## src/rtl/dtc_pkg.sv

```systemverilog
// Shared DTC link constants and framer state encoding.
// Imported by the event framer, the lane serializer and the command decoder.
package dtc_pkg;

  localparam logic [15:0] EVENT_HEADER = 16'h5C5C;
  localparam logic [15:0] SYNC_WORD    = 16'hBC50;
  localparam logic [15:0] END_FLAG     = 16'hC5D5;
  localparam logic [3:0]  CH_HDR_TAG   = 4'hA;

  typedef logic [2:0] framer_state_t;

  localparam framer_state_t StIdle   = 3'd0;
  localparam framer_state_t StHdr    = 3'd1;
  localparam framer_state_t StEvCnt  = 3'd2;
  localparam framer_state_t StChHdr  = 3'd3;
  localparam framer_state_t StSample = 3'd4;
  localparam framer_state_t StCsum   = 3'd5;
  localparam framer_state_t StEnd0   = 3'd6;
  localparam framer_state_t StEnd1   = 3'd7;

endpackage

```

## src/rtl/dtc_word_serializer.sv

```systemverilog
// Word-to-nibble lane serializer: free-running 4-slot phase, word load on slot 0,
// sync word inserted whenever the framer has nothing to send.
module dtc_word_serializer
  import dtc_pkg::*;
(
  input  logic        dtc_clk,
  input  logic        rst_n,
  input  logic [15:0] word,
  input  logic        word_valid,
  output logic        word_load,
  output logic [1:0]  phase,
  output logic [3:0]  dtc_out
);

  logic [1:0]  phase_q, phase_d;
  logic [15:0] shreg_q, shreg_d;
  logic [3:0]  out_q, out_d;

  always_comb begin
    phase_d   = phase_q + 2'd1;
    word_load = (phase_q == 2'd0) && word_valid;
    shreg_d   = shreg_q;
    out_d     = out_q;
    unique case (phase_q)
      2'd0: begin
        shreg_d = word_valid ? word : SYNC_WORD;
        out_d   = shreg_d[3:0];
      end
      2'd1:    out_d = shreg_q[7:4];
      2'd2:    out_d = shreg_q[11:8];
      default: out_d = shreg_q[15:12];
    endcase
  end

  always_ff @(posedge dtc_clk or negedge rst_n) begin
    if (!rst_n) begin
      phase_q <= 2'd0;
      shreg_q <= '0;
      out_q   <= '0;
    end else begin
      phase_q <= phase_d;
      shreg_q <= shreg_d;
      out_q   <= out_d;
    end
  end

  assign phase   = phase_q;
  assign dtc_out = out_q;

endmodule

```

## src/rtl/dtc_event_framer.sv

```systemverilog
// Event-readout framer: walks enabled channels of the ADC sample buffer and feeds
// header, counter, channel blocks, XOR checksum and end flags to the lane serializer.
module dtc_event_framer
  import dtc_pkg::*;
#(
  parameter int unsigned N_CH      = 64,
  parameter int unsigned N_SAMPLES = 40,
  parameter int unsigned SAMPLE_W  = 12,
  parameter int unsigned CH_W      = (N_CH > 1) ? $clog2(N_CH) : 1,
  parameter int unsigned SA_W      = (N_SAMPLES > 1) ? $clog2(N_SAMPLES) : 1
) (
  input  logic                dtc_clk,
  input  logic                rst_n,
  input  logic                rdo_start,
  input  logic [7:0]          event_window,
  input  logic [N_CH-1:0]     ch_mask,
  output logic [CH_W-1:0]     adc_rd_ch,
  output logic [SA_W-1:0]     adc_rd_addr,
  input  logic [SAMPLE_W-1:0] adc_data,
  output logic [3:0]          dtc_out,
  output logic                busy,
  output logic                start_dropped,
  output logic [15:0]         event_cnt
);

  framer_state_t   state_q, state_d;
  logic [CH_W-1:0] rd_ch_q, rd_ch_d;
  logic [SA_W-1:0] rd_addr_q, rd_addr_d;
  logic [SA_W-1:0] last_q, last_d;
  logic [N_CH-1:0] mask_q, mask_d;
  logic [15:0]     event_cnt_q, event_cnt_d;
  logic [15:0]     frame_cnt_q, frame_cnt_d;
  logic [15:0]     csum_q, csum_d;
  logic [15:0]     sample_q, sample_d;
  logic            dropped_q, dropped_d;

  logic [15:0]     word;
  logic            word_valid;
  logic            word_load;
  logic [1:0]      phase;

  logic [SA_W-1:0] win_last;
  logic [CH_W-1:0] first_ch, next_ch;
  logic            has_first, has_next;

  // Window is stored as its last sample address; 0 or oversize means full depth.
  always_comb begin
    if (event_window == 8'd0 || {24'd0, event_window} > N_SAMPLES) begin
      win_last = SA_W'(N_SAMPLES - 1);
    end else begin
      win_last = SA_W'(event_window - 8'd1);
    end
  end

  // Downward scan so the lowest qualifying index wins.
  always_comb begin
    first_ch  = '0;
    next_ch   = '0;
    has_first = 1'b0;
    has_next  = 1'b0;
    for (int i = int'(N_CH) - 1; i >= 0; i--) begin
      if (mask_q[i]) begin
        first_ch  = CH_W'(i);
        has_first = 1'b1;
        if (CH_W'(i) > rd_ch_q) begin
          next_ch  = CH_W'(i);
          has_next = 1'b1;
        end
      end
    end
  end

  always_comb begin
    case (state_q)
      StHdr:          word = EVENT_HEADER;
      StEvCnt:        word = frame_cnt_q;
      StChHdr:        word = {CH_HDR_TAG, 12'(rd_ch_q)};
      StSample:       word = sample_q;
      StCsum:         word = csum_q;
      StEnd0, StEnd1: word = END_FLAG;
      default:        word = '0;
    endcase
  end

  assign word_valid = (state_q != StIdle);

  always_comb begin
    state_d     = state_q;
    rd_ch_d     = rd_ch_q;
    rd_addr_d   = rd_addr_q;
    last_d      = last_q;
    mask_d      = mask_q;
    event_cnt_d = event_cnt_q;
    frame_cnt_d = frame_cnt_q;
    csum_d      = csum_q;
    sample_d    = sample_q;
    dropped_d   = 1'b0;

    // Buffer address was set on the last load; data has settled by slot 2.
    if (state_q == StSample && phase == 2'd2) begin
      sample_d = 16'(adc_data);
    end

    if (state_q == StIdle) begin
      if (rdo_start) begin
        state_d     = StHdr;
        mask_d      = ch_mask;
        last_d      = win_last;
        frame_cnt_d = event_cnt_q;
        event_cnt_d = event_cnt_q + 16'd1;
        csum_d      = '0;
      end
    end else begin
      dropped_d = rdo_start;
      if (word_load) begin
        if (state_q inside {StHdr, StEvCnt, StChHdr, StSample}) begin
          csum_d = csum_q ^ word;
        end
        case (state_q)
          StHdr: state_d = StEvCnt;
          StEvCnt: begin
            if (has_first) begin
              state_d = StChHdr;
              rd_ch_d = first_ch;
            end else begin
              state_d = StCsum;
            end
          end
          StChHdr: begin
            state_d   = StSample;
            rd_addr_d = '0;
          end
          StSample: begin
            if (rd_addr_q == last_q) begin
              if (has_next) begin
                state_d = StChHdr;
                rd_ch_d = next_ch;
              end else begin
                state_d = StCsum;
              end
            end else begin
              rd_addr_d = rd_addr_q + 1'b1;
            end
          end
          StCsum:  state_d = StEnd0;
          StEnd0:  state_d = StEnd1;
          default: state_d = StIdle;
        endcase
      end
    end
  end

  always_ff @(posedge dtc_clk or negedge rst_n) begin
    if (!rst_n) begin
      state_q     <= StIdle;
      rd_ch_q     <= '0;
      rd_addr_q   <= '0;
      last_q      <= '0;
      mask_q      <= '0;
      event_cnt_q <= '0;
      frame_cnt_q <= '0;
      csum_q      <= '0;
      sample_q    <= '0;
      dropped_q   <= 1'b0;
    end else begin
      state_q     <= state_d;
      rd_ch_q     <= rd_ch_d;
      rd_addr_q   <= rd_addr_d;
      last_q      <= last_d;
      mask_q      <= mask_d;
      event_cnt_q <= event_cnt_d;
      frame_cnt_q <= frame_cnt_d;
      csum_q      <= csum_d;
      sample_q    <= sample_d;
      dropped_q   <= dropped_d;
    end
  end

  dtc_word_serializer u_serializer (
    .dtc_clk    (dtc_clk),
    .rst_n      (rst_n),
    .word       (word),
    .word_valid (word_valid),
    .word_load  (word_load),
    .phase      (phase),
    .dtc_out    (dtc_out)
  );

  assign adc_rd_ch     = rd_ch_q;
  assign adc_rd_addr   = rd_addr_q;
  assign busy          = (state_q != StIdle);
  assign start_dropped = dropped_q;
  assign event_cnt     = event_cnt_q;

endmodule

```

## config.mk

```make
export PLATFORM = sky130hd
export DESIGN_NAME = dtc_event_framer
export DESIGN_NICKNAME = d
export VERILOG_FILES = /design/src/rtl/dtc_pkg.sv /design/src/rtl/dtc_word_serializer.sv /design/src/rtl/dtc_event_framer.sv
export SDC_FILE = /design/constraint.sdc
export NUM_CORES = 1
export LEC_CHECK = 0
export CORE_ASPECT_RATIO = 0.6
export CORE_MARGIN = 3
export CORE_UTILIZATION = 47
export CTS_CLUSTER_DIAMETER = 50
export CTS_CLUSTER_SIZE = 12
export DETAILED_ROUTE_END_ITERATION = 12
export MAX_ROUTING_LAYER = met4
export PLACE_DENSITY = 0.76
export SLEW_MARGIN = 20
export SYNTH_ARGS = -nofsm -noshare
export SYNTH_HDL_FRONTEND = slang
export SYNTH_SLANG_ARGS = --single-unit
```

## constraint.sdc

```tcl
create_clock -name dtc_clk -period 3.2 [get_ports dtc_clk]
set_clock_uncertainty 0.05 [all_clocks]
set_input_delay 0.96 -clock dtc_clk [delete_from_list [all_inputs] [get_ports dtc_clk]]
set_output_delay 0.96 -clock dtc_clk [all_outputs]
set_load 0.01 [all_outputs]
```

==> impl_metrics.tcl <==
set metrics [dict create \
    crit_path_max_incr_delay_ns 0.49 \
    clk_pin_slew_ns 0.07 \
    power.density_nw_per_um2 354.5 \
    setup_viol 0 \
    start_kind "flip-flop" \
    yosysTopAreaCellShare_pct 41.27 \
    worstMarginPinSlew_ns 0.8228 \
    fp-row-count 40 \
    endpoint_kind "flip-flop" \
    yosysWarningCount 0 \
    fin_nets 1505 \
    crit_family "compound AO/OA/AOI/OAI gates" \
    r2r-end "adc_rd_ch[2]" \
    fin_area_um2 12790 \
    first_pass_iters 5 \
    initial_utilization_pct 48.82 \
    drive_gt1_share_pct 14.48 \
    pre_cts_ws_ns 0.1287 \
    cp_cell_sequence "buf_4 > o211ai_1 > a32oi_1 > nand3_1 > buf_4 > nor4_1 > a21boi_0 > o21ai_0 > a21oi_1 > mux2i_1" \
    place_hpwl_um 25470 \
    chipHeight_um 118.7 \
    area_growth_syn_to_layout_pct 28.57 \
    fin_cells 1696 \
    slew_headroom_pct 44.57 \
    rsz0062_at_grt "false" \
    syn-cell-area_um2 9945 \
    vias 10040 \
    max_cap_violations 0 \
    vias_per_cell 5.919 \
    cts_tree "done" \
    finalHoldViolations 0 \
    holdBufCountCts 0 \
    p_leak_nw 5.726 \
    wire_per_inst_um 19.89 \
    syn_avg_cell_area_um2 8.198 \
    grt_max_degree 55 \
    synth.area.top_cells "dfrtp_1, nand2_1, a21oi_1" \
    htreeDepth 4 \
    cts_resized 0 \
    fmax_ghz 0.3250 \
    cts_setup_buffers 0 \
    cts_buffers 17 \
    setup_slack_ns 0.1233 \
    synth-seq-area-share_pct 41.27 \
    grt_pass1_wl_um 53740 \
    antenna_found_initial 0 \
    drc 0 \
    routed_wl_um 33740 \
    critPathBufInv 2 \
    crit_slowest_cell "nor4_1" \
    post-route-min-period_ns 3.077 \
    ys_seq_elements 164 \
    power_mw 4.533 \
    setup_tns_ns 0 \
    cp_max_fo 9 \
    ant_nets 0 \
    dp_cells 1664 \
    path_depth 10 \
    synth_nets 1308 \
    cts_root_buf "clkbuf_16" \
    synth-async-reset-ratio_pct 100.0 \
    synthDistinctLibCells 80 \
    num_io_pins 121 \
    cts.sinks 164 \
    r2r-start "adc_rd_ch[2]" \
    insertion_delay_ns 0.44 \
    grt_pass1_vias 9284 \
    placed_cell_area_um2 12170 \
    reg2reg_slack_ns 0.12 \
    die_area_um2 23000 \
    grt_usage_pct 30.48 \
    n_antenna_cell 0 \
    clockBufferDepth 2 \
    crit_type "reg2reg" \
    gp_congestion 1.013 \
    numPortBuffers 120 \
    hp-class "in2async" \
    cp.arrival_ns 3.33 \
    synth_top_area_cell "dfrtp_1" \
    status "complete, no violations" \
    syn-instance-count 1213 \
    finalCritPeriodShare_pct 96.15 \
    reg2reg_depth 10 \
    drv_slew 0 \
    required_ns 3.45 \
    coreArea_um2 20370 \
    die_w_um 193.8 \
    ir_drop_mv 0.3017 \
    crit_top_cell "buf_4" \
    synth_edf_count 0 \
    ys.flop_type "dfrtp_1" \
    first_iter_violations 1388 \
    grt-ovfl-total 0 \
]
## worst max-delay path by stage
stage | to | startpoint | slack, ns
after floorplan | adc_rd_ch[0] | adc_rd_ch[3] | 0.55
after global placement | adc_rd_ch[2] | adc_rd_ch[3] | 0.20
after detailed placement | adc_rd_ch[0] | adc_rd_ch[2] | 0.13
after CTS | adc_rd_ch[0] | adc_rd_ch[2] | 0.11
after global routing | busy | state_q[2] | 0.005
final | adc_rd_ch[2] | adc_rd_ch[2] | 0.12
## cells by family after synthesis
family | after synthesis | synth area share (%)
multiplexers | 29 | 3.296
AND/OR/NAND/NOR | 540 | 24.41
flip-flops | 164 | 41.27
adder cells (fa/ha/maj) | 8 | 1.007
XOR/XNOR | 36 | 3.171
buffers and inverters | 100 | 4.479
AO/OA/AOI/OAI | 336 | 22.37
## state kept, by name, indices dropped and copies added (netlist names)
name / count
u_serializer.dtc_out: 4
frame_cnt_q: 16
start_dropped: 1
event_cnt: 16
u_serializer.phase: 2
sample_q: 12
adc_rd_ch: 6
state_q: 3
csum_q: 16
last_q: 6
mask_q: 64
adc_rd_addr: 6
u_serializer.shreg_q: 12
## power breakdown
group	switching [mW]	internal (mW)	leakage [nW]
Clock	0.906	1.23	0.292
Combinational	0.0940	0.142	3.37
Sequential	0.0369	2.13	2.07
Total	1.04	3.50	5.73
## cells in the final DEF (no fill, tap or decap), drive strengths merged, types with 6 or more instances in the layout
cell type / count
a211oi: 9
a21o: 6
a21oi: 86
a221oi: 12
a22oi: 8
a31oi: 14
and3: 9
buf: 125
clkbuf: 20
clkdlybuf4s50: 119
dfrtp: 164
ha: 8
inv: 38
mux2: 21
mux2i: 8
nand2: 297
nand2b: 15
nand3: 24
nand4: 13
nor2: 82
nor2b: 15
nor3: 29
nor4: 17
o211ai: 22
o21a: 9
o21ai: 88
o22ai: 8
o31ai: 11
or2: 6
or3: 12
or4: 7
xnor2: 19
xor2: 17
## metal layers
layer	share of wire [%]	vias up	GRT usage [%]
met4	1.2	0	6.321
met2	37	563	36.13
met3	13	38	11.17
met5	0	-	-
met1	49	4717	47.84
li1	-	4721	-
## through the flow
step                hold slack, ns  util [%]
floorplan                   0.3883         -
global placement            0.4303     59.74
detailed placement          0.4268     59.74
CTS                         0.4419     62.73
finish                      0.4396     62.77
global route                0.4706     62.77
## worst reg2reg max path, stage by stage (launching register included)
cell and delay, ns:
dfrtp_1 0.46, buf_4 0.24, o211ai_1 0.19, a32oi_1 0.40, nand3_1 0.18, buf_4 0.17, nor4_1 0.49, a21boi_0 0.37
o21ai_0 0.14, a21oi_1 0.16, mux2i_1 0.10
## Yosys cell counts (all sizes together) (12+ instances only)
| master | count |
|---|---|
| inv | 34 |
| xor2 | 17 |
| nor2b | 15 |
| buf | 24 |
| nor4 | 17 |
| o21ai | 88 |
| mux2 | 21 |
| xnor2 | 19 |
| nand3 | 24 |
| clkbuf | 42 |
| a221oi | 12 |
| nand4 | 13 |
| dfrtp | 164 |
| nand2 | 297 |
| nor3 | 29 |
| or3 | 12 |
| o211ai | 22 |
| nor2 | 82 |
| nand2b | 15 |
| a21oi | 86 |
| a31oi | 14 |
## cell type report
class | instances | area [µm²]
sequential | 164 | 4106
multi-input combinational | 949 | 5405
clock buffer | 20 | 466.7
clock inverter | 12 | 142.6
inverter | 34 | 127.6
timing repair buffer | 244 | 2196
fill | 1703 | 7584
tap | 273 | 341.6
No activity file was read; power rests on OpenSTA's default activity.
